### config.mk
export PLATFORM = sky130hd
export DESIGN_NAME = data_port_master
export DESIGN_NICKNAME = d
export VERILOG_FILES = /design/src/rtl/data_port_master_pkg.sv /design/src/rtl/line_lane_mux.sv /design/src/rtl/data_port_master.sv
export SDC_FILE = /design/constraint.sdc
export NUM_CORES = 1
export LEC_CHECK = 0
export ABC_AREA = 0
export BUFFER_PORTS_ARGS = -buffer_cell sky130_fd_sc_hd__buf_2
export CORE_ASPECT_RATIO = 1.75
export CORE_MARGIN = 5
export CORE_UTILIZATION = 56
export CTS_BUF_LIST = sky130_fd_sc_hd__clkbuf_4
export CTS_CLUSTER_DIAMETER = 80
export CTS_CLUSTER_SIZE = 24
export DETAILED_ROUTE_END_ITERATION = 7
export PLACE_DENSITY_LB_ADDON = 0.25
export SYNTH_ARGS = -nofsm -noshare
export SYNTH_HDL_FRONTEND = slang
export SYNTH_SLANG_ARGS = --single-unit
### constraint.sdc
create_clock -name clk -period 8.2 [get_ports clk]
set_input_delay 0.82 -clock clk [delete_from_list [all_inputs] [get_ports clk]]
set_output_delay 0.82 -clock clk [all_outputs]
set_load 0.05 [all_outputs]
### src/rtl/data_port_master_pkg.sv
// Shared encodings for the port-b data master: access sizes, FSM states, line geometry
// and the alignment rule used by both the request decoder and the lane mux.
package data_port_master_pkg;

  localparam logic [1:0] SZ_BYTE = 2'd0;
  localparam logic [1:0] SZ_HALF = 2'd1;
  localparam logic [1:0] SZ_WORD = 2'd2;

  typedef enum logic [2:0] {
    ST_IDLE,
    ST_ISSUE,
    ST_CAPTURE,
    ST_WRITE,
    ST_RESP
  } state_e;

  localparam int RAM_WIDTH_DEF = 128;
  localparam int LINE_BYTES    = RAM_WIDTH_DEF / 8;
  localparam int OFF_BITS      = $clog2(LINE_BYTES);

  function automatic int off_bits(input int ram_width);
    return $clog2(ram_width / 8);
  endfunction

  // Size 3 is illegal and reported the same way as a misaligned access.
  function automatic logic misaligned(input logic [1:0] size, input logic [1:0] lo);
    case (size)
      SZ_BYTE: return 1'b0;
      SZ_HALF: return lo[0];
      SZ_WORD: return |lo;
      default: return 1'b1;
    endcase
  endfunction

endpackage

### src/rtl/line_lane_mux.sv
// Combinational lane extract (with sign/zero extend) and byte merge on one RAM line;
// zero latency, no flow control.
module line_lane_mux
  import data_port_master_pkg::*;
#(
  parameter int RAM_WIDTH = RAM_WIDTH_DEF,
  parameter int OFF_W     = off_bits(RAM_WIDTH)
) (
  input  logic [RAM_WIDTH-1:0] line,
  input  logic [OFF_W-1:0]     off,
  input  logic [1:0]           size,
  input  logic                 sign_ext,
  input  logic [31:0]          wdata,
  output logic [31:0]          rd_val,
  output logic [RAM_WIDTH-1:0] merged
);

  localparam int LB = RAM_WIDTH / 8;

  logic [31:0]          lane;
  logic [3:0]           size_mask;
  logic [LB-1:0]        byte_en;
  logic [RAM_WIDTH-1:0] bit_mask;
  logic [RAM_WIDTH-1:0] wide_wdata;

  always_comb begin
    lane = 32'(line >> {off, 3'b000});
    case (size)
      SZ_BYTE: rd_val = {{24{sign_ext & lane[7]}}, lane[7:0]};
      SZ_HALF: rd_val = {{16{sign_ext & lane[15]}}, lane[15:0]};
      default: rd_val = lane;
    endcase
  end

  // Aligned accesses never cross the line, so the shifted mask never wraps.
  always_comb begin
    case (size)
      SZ_BYTE: size_mask = 4'h1;
      SZ_HALF: size_mask = 4'h3;
      default: size_mask = 4'hF;
    endcase
    byte_en  = LB'(size_mask) << off;
    bit_mask = '0;
    for (int k = 0; k < LB; k++) begin
      bit_mask[8*k +: 8] = {8{byte_en[k]}};
    end
    wide_wdata = RAM_WIDTH'(wdata) << {off, 3'b000};
    merged     = (line & ~bit_mask) | (wide_wdata & bit_mask);
  end

endmodule

### src/rtl/data_port_master.sv
// Byte-addressed load/store to line-wide RAM port b: load 3 cycles, store 4 (RMW), error 1.
// One request in flight; req_ready only in IDLE; rdy=0 freezes every register.
module data_port_master
  import data_port_master_pkg::*;
#(
  parameter int ADDR_WIDTH = 17,
  parameter int RAM_WIDTH  = RAM_WIDTH_DEF
) (
  input  logic                  clk,
  input  logic                  rst,
  input  logic                  rdy,
  input  logic                  req_valid,
  output logic                  req_ready,
  input  logic                  req_we,
  input  logic [1:0]            req_size,
  input  logic                  req_signed,
  input  logic [31:0]           req_addr,
  input  logic [31:0]           req_wdata,
  output logic                  rsp_valid,
  output logic                  rsp_err,
  output logic [31:0]           rsp_rdata,
  output logic [ADDR_WIDTH-1:0] addr_b,
  output logic [RAM_WIDTH-1:0]  din_b,
  output logic                  we_b,
  input  logic [RAM_WIDTH-1:0]  dout_b
);

  localparam int OW = off_bits(RAM_WIDTH);

  state_e state, state_nxt;

  logic          we_q;
  logic          signed_q;
  logic          err_q;
  logic [1:0]    size_q;
  logic [OW-1:0] off_q;
  logic [31:0]   wdata_q;
  logic [31:0]   rdata_q;

  logic                 accept;
  logic                 req_bad;
  logic [31:0]          lane_val;
  logic [RAM_WIDTH-1:0] merged_line;
  logic                 unused_addr_hi;

  assign req_bad = misaligned(req_size, req_addr[1:0]);
  assign accept  = (state == ST_IDLE) && rdy && req_valid;

  // Address bits above the line index wrap modulo the RAM size.
  assign unused_addr_hi = ^req_addr[31:ADDR_WIDTH+OW];

  line_lane_mux #(
    .RAM_WIDTH (RAM_WIDTH),
    .OFF_W     (OW)
  ) u_lane_mux (
    .line     (dout_b),
    .off      (off_q),
    .size     (size_q),
    .sign_ext (signed_q),
    .wdata    (wdata_q),
    .rd_val   (lane_val),
    .merged   (merged_line)
  );

  always_ff @(posedge clk or posedge rst) begin
    if (rst) begin
      state <= ST_IDLE;
    end else if (rdy) begin
      state <= state_nxt;
    end
  end

  always_comb begin
    state_nxt = state;
    case (state)
      ST_IDLE:    if (req_valid) state_nxt = req_bad ? ST_RESP : ST_ISSUE;
      ST_ISSUE:   state_nxt = ST_CAPTURE;
      ST_CAPTURE: state_nxt = we_q ? ST_WRITE : ST_RESP;
      ST_WRITE:   state_nxt = ST_RESP;
      ST_RESP:    state_nxt = ST_IDLE;
      default:    state_nxt = ST_IDLE;
    endcase
  end

  // Ready is gated by rdy so a frozen block never appears to accept.
  always_comb begin
    req_ready = (state == ST_IDLE) && rdy;
    rsp_valid = (state == ST_RESP);
    rsp_err   = (state == ST_RESP) && err_q;
    rsp_rdata = (state == ST_RESP) ? rdata_q : 32'h0;
  end

  always_ff @(posedge clk or posedge rst) begin
    if (rst) begin
      we_q     <= 1'b0;
      signed_q <= 1'b0;
      err_q    <= 1'b0;
      size_q   <= SZ_BYTE;
      off_q    <= '0;
      wdata_q  <= '0;
      rdata_q  <= '0;
      addr_b   <= '0;
      din_b    <= '0;
      we_b     <= 1'b0;
    end else if (rdy) begin
      case (state)
        ST_IDLE: begin
          if (accept) begin
            we_q     <= req_we;
            signed_q <= req_signed;
            err_q    <= req_bad;
            size_q   <= req_size;
            off_q    <= req_addr[OW-1:0];
            wdata_q  <= req_wdata;
            rdata_q  <= '0;
            if (!req_bad) addr_b <= req_addr[ADDR_WIDTH+OW-1:OW];
          end
        end
        ST_CAPTURE: begin
          if (we_q) begin
            din_b <= merged_line;
            we_b  <= 1'b1;
          end else begin
            rdata_q <= lane_val;
          end
        end
        ST_WRITE: we_b <= 1'b0;
        default: ;
      endcase
    end
  end

endmodule

Word level (Yosys, flattened, before mapping)
Cells that the tools add are included.
W data, S select, Z words.
- equal/unequal tests: 11
- shifts and indexed selects: 3
- mux-type cells: 13
- bitwise operators: 7
- reduce and logical (&&, ||, !) cells: 15
- operators by type and width (operator ; number):
    $and A128 B128 Y128 ; 2
    $not A128 Y128 ; 1
    $or A128 B128 Y128 ; 1
    $pmux W32 S2 ; 2
    $shl A32 B7 Y128 ; 1
    $shr A128 B7 Y32 ; 1
    $mux W32 ; 3
    $shl A4 B4 Y16 ; 1
    $pmux W3 S4 ; 1
    $mux W3 ; 3
    $reduce_and A3 Y1 ; 3
    $ne A2 B2 Y1 const B ; 4
    $pmux W4 S2 ; 1
    $reduce_and A4 Y1 ; 2
    $eq A3 B2 Y1 const B ; 2
    $eq A2 B1 Y1 const B ; 2
    $logic_not A2 Y1 ; 2
    $reduce_bool A2 Y1 ; 2
    $eq A3 B1 Y1 const B ; 1
    $eq A3 B3 Y1 const B ; 1
    $logic_and A1 B1 Y1 ; 3
    $logic_not A3 Y1 ; 1
    $pmux W1 S3 ; 1
    $and A1 B1 Y1 ; 2
    6 further kinds ; 6
- bits in registers: 222

Depth between registers and ports, before layout
- depth after elaboration: 6
- mapped depth: 11
- mapped depth without buffers: 5

Modules after synthesis
Synthesis repeated with hierarchy kept, for this count alone.
- cell total of the unflattened synthesis: 1373
- area, all modules: 15103.2 sq um
- modules (own cells, without submodules) (module ; times used ; cells each ; area each (sq um) ; sequential area each (sq um)):
    data_port_master ; 1 ; 602 ; 8907.3 ; 5555.3
    line_lane_mux ; 1 ; 771 ; 6195.9 ; 0.0

Worst setup path after synthesis
No wires, ideal clock.
- path kind: input to register
- from: in rdy
- to: reg addr_b[0]
- arrival: 3291 ps
- slack: 4784 ps
- stages: 6
- path buffers: 1
- path through: nand2b_1 > nor3_1 > nand2_1 > nor2_1 > buf_2 > mux2_2
- word-level cells in the longest chain between the ends: 3
- ends and longest elaborated chain (item ; RTL line ; RTL):
    from (decl) ; data_port_master.sv:11 ; input logic rdy,
    $logic_and A1 B1 Y1 ; -- ;
    named net req_ready ; data_port_master.sv:13 ; output logic req_ready,
    $logic_and A1 B1 Y1 ; data_port_master.sv:47 ; assign accept = (state == ST_IDLE) && rdy && req_valid;
    $reduce_and A4 Y1 (no line) ; -- ;
    to (signal assigned) ; data_port_master.sv:116 ; if (!req_bad) addr_b <= req_addr[ADDR_WIDTH+OW-1:OW];
    to (decl) ; data_port_master.sv:22 ; output logic [ADDR_WIDTH-1:0] addr_b,
The timed path passes the listed nets, and every way through them passes these cells.
A chain may end at the register's enable or synchronous reset.

Worst setup path in the final report
- from: reg off_q[1]
- to: reg din_b[112]
- word-level cells in the longest chain between the ends: 4
- elaborated cells between the ends (all ways): 6
- ends and longest elaborated chain (item ; RTL line ; RTL):
    from (decl) ; data_port_master.sv:36 ; logic [OW-1:0] off_q;
    from (signal assigned) ; data_port_master.sv:113 ; off_q <= req_addr[OW-1:0];
    parallel branches: the longest is 3 deep, another holds $shl A32 B7 Y128 ; -- ;
    $or A128 B128 Y128 * ; line_lane_mux.sv:48 ; merged = (line & ~bit_mask) | (wide_wdata & bit_mask);
    to (signal assigned) ; data_port_master.sv:121 ; din_b <= merged_line;
    to (decl) ; data_port_master.sv:23 ; output logic [RAM_WIDTH-1:0] din_b,
Every way passes the cells marked *.

==> results_dict.tcl <==
set metrics [dict create \
    drt_iter0_drc 1667 \
    post-route-period-util 0.4783 \
    area.growth.synth_to_final_pct 13.42 \
    final.setup.tns_ps 0 \
    track_usage 0.3911 \
    hold_class "in -> async" \
    yosys.area.top_type "dfrtp_1" \
    syn_avg_cell_area_sq_um 10.48 \
    synth.distinct_cells 61 \
    ys.flop_type "dfrtp_1" \
    fillers 2215 \
    grt_max_degree 241 \
    clk_latency_ps 740 \
    synthTopCellsByCount "dfrtp_1 (222), nand2_1 (186), mux2i_1 (168)" \
    setup_viol 0 \
    dr_total_vias 13700 \
    cpMaxStageDelayCell "dfrtp_4" \
    io-pin-count 381 \
    synth-seq-area-share 0.3782 \
    crit_type "reg -> reg" \
    antenna_found_initial 4 \
    startpoint_type "flip-flop" \
    clock_sinks 222 \
    design.core.area_sq_mm 0.02596 \
    drive_above_1_share 0.3500 \
    end_kind "flip-flop" \
    fmax_mhz 255.0 \
    synth_xor_area_frac 0 \
    path_buf_inv 1 \
    tightest_slew_ps 1183 \
    die_h_um 224.3 \
    place_inst 1988 \
    postRouteAntennaNets 0 \
    utilization 0.6418 \
    rsz0062_at_grt "false" \
    drtPass1Iterations 6 \
    finalPower_uw 7988 \
    grt_pass1_vias 13570 \
    h-tree-depth 1 \
    p_leak_uw 0.008043 \
    synth_top_family_by_area "multiplexers" \
    overflow 0 \
    cts_resized 0 \
    drc 0 \
    fin_nets 1883 \
    outcome "finished clean" \
    stdcell_count 2005 \
    critPathArrivalTime_ps 4500 \
    slew_viol_final 0 \
    synthArstFlopShare 1.000 \
    synth_top_area_share 0.3782 \
    synth-simple-area-share 0.1076 \
    wl_per_cell_um 29.89 \
    cts_root_buffer "clkbuf_4" \
    yosys_warnings 0 \
    synth_edf_count 0 \
    gp_congestion 1.042 \
    maxSlewHeadroom 0.2054 \
    crit_fanout 71 \
    viasPerCell 6.831 \
    dieArea_sq_mm 0.02970 \
    cpPeakStageDelay_ps 1050 \
    die-width_um 132.4 \
    synthMuxAreaShare 0.3046 \
    portBuffers 369 \
    synthAdderAreaFrac 0 \
    postCtsHoldBufs 0 \
    syn_area_sq_mm 0.01469 \
    clk_pin_slew_ps 240 \
    max_cap_viol_count 0 \
    syn_nets 1602 \
    fin_skew_ps 80.59 \
    cts_buffers 13 \
    synth_seq_cells 222 \
    min_period_ps 3922 \
    start_util 0.5659 \
    postCtsSetupRepairBufs 0 \
    ys_top_cells_by_area "dfrtp_1 (38%), mux4_2 (13%), mux2i_1 (11%)" \
    setup_slack_ps 4278 \
    synth_cells 1402 \
    post-place-ws_ps 4362 \
    vdd_drop_max_uv 322.0 \
    cts_tree "yes" \
    hpwlAfterDp_um 46510 \
    crit_path_cell_trace "buf_4, and3b_1, o21ai_2, a21oi_2, mux2i_1, o21ai_1" \
    fp-row-count 78 \
    wl_um 59940 \
    required_ps 8780 \
    grt_pass1_wl_um 86910 \
    finalHoldViolCount 0 \
    power_density_mw_per_mm2 479.4 \
    synth-compound-area-share 0.1624 \
    path_delay_family "flip-flops" \
    cts_max_path_buffers 3 \
    yosysMostFrequentCell "dfrtp_1" \
]
-- metal layers --
layer | up-vias | GRT usage | share of wire
met1 | 6664 | 0.4655 | 0.34
met4 | 4 | 0.3034 | 0.098
met2 | 940 | 0.6311 | 0.47
li1 | 5839 | - | -
met5 | - | 0 | 0.00060
met3 | 250 | 0.06670 | 0.091
-- kinds of logic after synthesis --
family | count (synthesis)
flip-flops | 222
AND/OR/NAND/NOR | 340
AO/OA/AOI/OAI | 362
buffers and inverters | 148
multiplexers | 330
-- power breakdown --
part / leakage (uW) / switching (uW) / internal (uW)
Combinational: 0.00515 / 3530 / 1780
Sequential: 0.00281 / 632 / 1610
Clock: 0.0000742 / 352 / 86.1
Total: 0.00804 / 4510 / 3480
-- stage by stage --
| step | hold slack (ps) | cell area (sq um) |
|---|---|---|
| 2_1_floorplan | 442.3 | 14690 |
| 3_3_place_gp | 459.3 | 16530 |
| 3_5_place_dp | 465.9 | 16530 |
| 4_1_cts | 226.4 | 16660 |
| 5_1_grt | 256.9 | 16660 |
| 6_report | 187.2 | 16660 |
-- flip-flops by register name, indices dropped and copies added (netlist names) --
signal / cells
addr_b: 17
wdata_q: 32
size_q: 2
signed_q: 1
we_b: 1
state: 3
rdata_q: 32
off_q: 4
we_q: 1
din_b: 128
err_q: 1
-- layout make-up --
cell class | instances | area (sq um) | share of cell area
Antenna cell | 2 | 5.005 | 0.0003004
Multi-Input combinational cell | 1032 | 8448 | 0.5070
Clock inverter | 1 | 20.02 | 0.001201
Inverter | 26 | 105.1 | 0.006308
Clock buffer | 14 | 105.1 | 0.006308
Sequential cell | 222 | 5564 | 0.3339
Tap cell | 320 | 400.4 | 0.02403
Timing Repair Buffer | 388 | 2014 | 0.1209
-- cells in the final DEF (no fill, tap or decap), types with 15 or more instances in the layout --
master,n
o221ai_1,18
o21ai_1,36
a22o_1,25
a211oi_1,18
mux4_2,86
mux2i_1,168
o21ai_0,101
a21oi_1,44
nor2_1,40
buf_2,369
a22oi_1,15
o22ai_1,24
inv_1,23
buf_4,17
dfrtp_1,219
o2bb2ai_1,16
and3_1,39
nand2_1,185
mux2_2,76
-- final timing paths --
kind / start / end / slack [ps] / cells past startpoint
min in group clk: req_wdata[6] / wdata_q[6]$_DFFE_PP0P_ / 280 / 2
hold / removal: rst / din_b[8]$_DFFE_PP0P_ / 190 / 2
setup / recovery: off_q[1]$_DFFE_PP0P_ / din_b[112]$_DFFE_PP0P_ / 4280 / 6
setup reg to reg: off_q[1]$_DFFE_PP0P_ / din_b[112]$_DFFE_PP0P_ / 4280 / 6
hold reg to reg: din_b[61]$_DFFE_PP0P_ / din_b[61]$_DFFE_PP0P_ / 510 / 2
max in group asynchronous: rst / off_q[1]$_DFFE_PP0P_ / 6910 / 3
(Power assumes the default switching activity.)
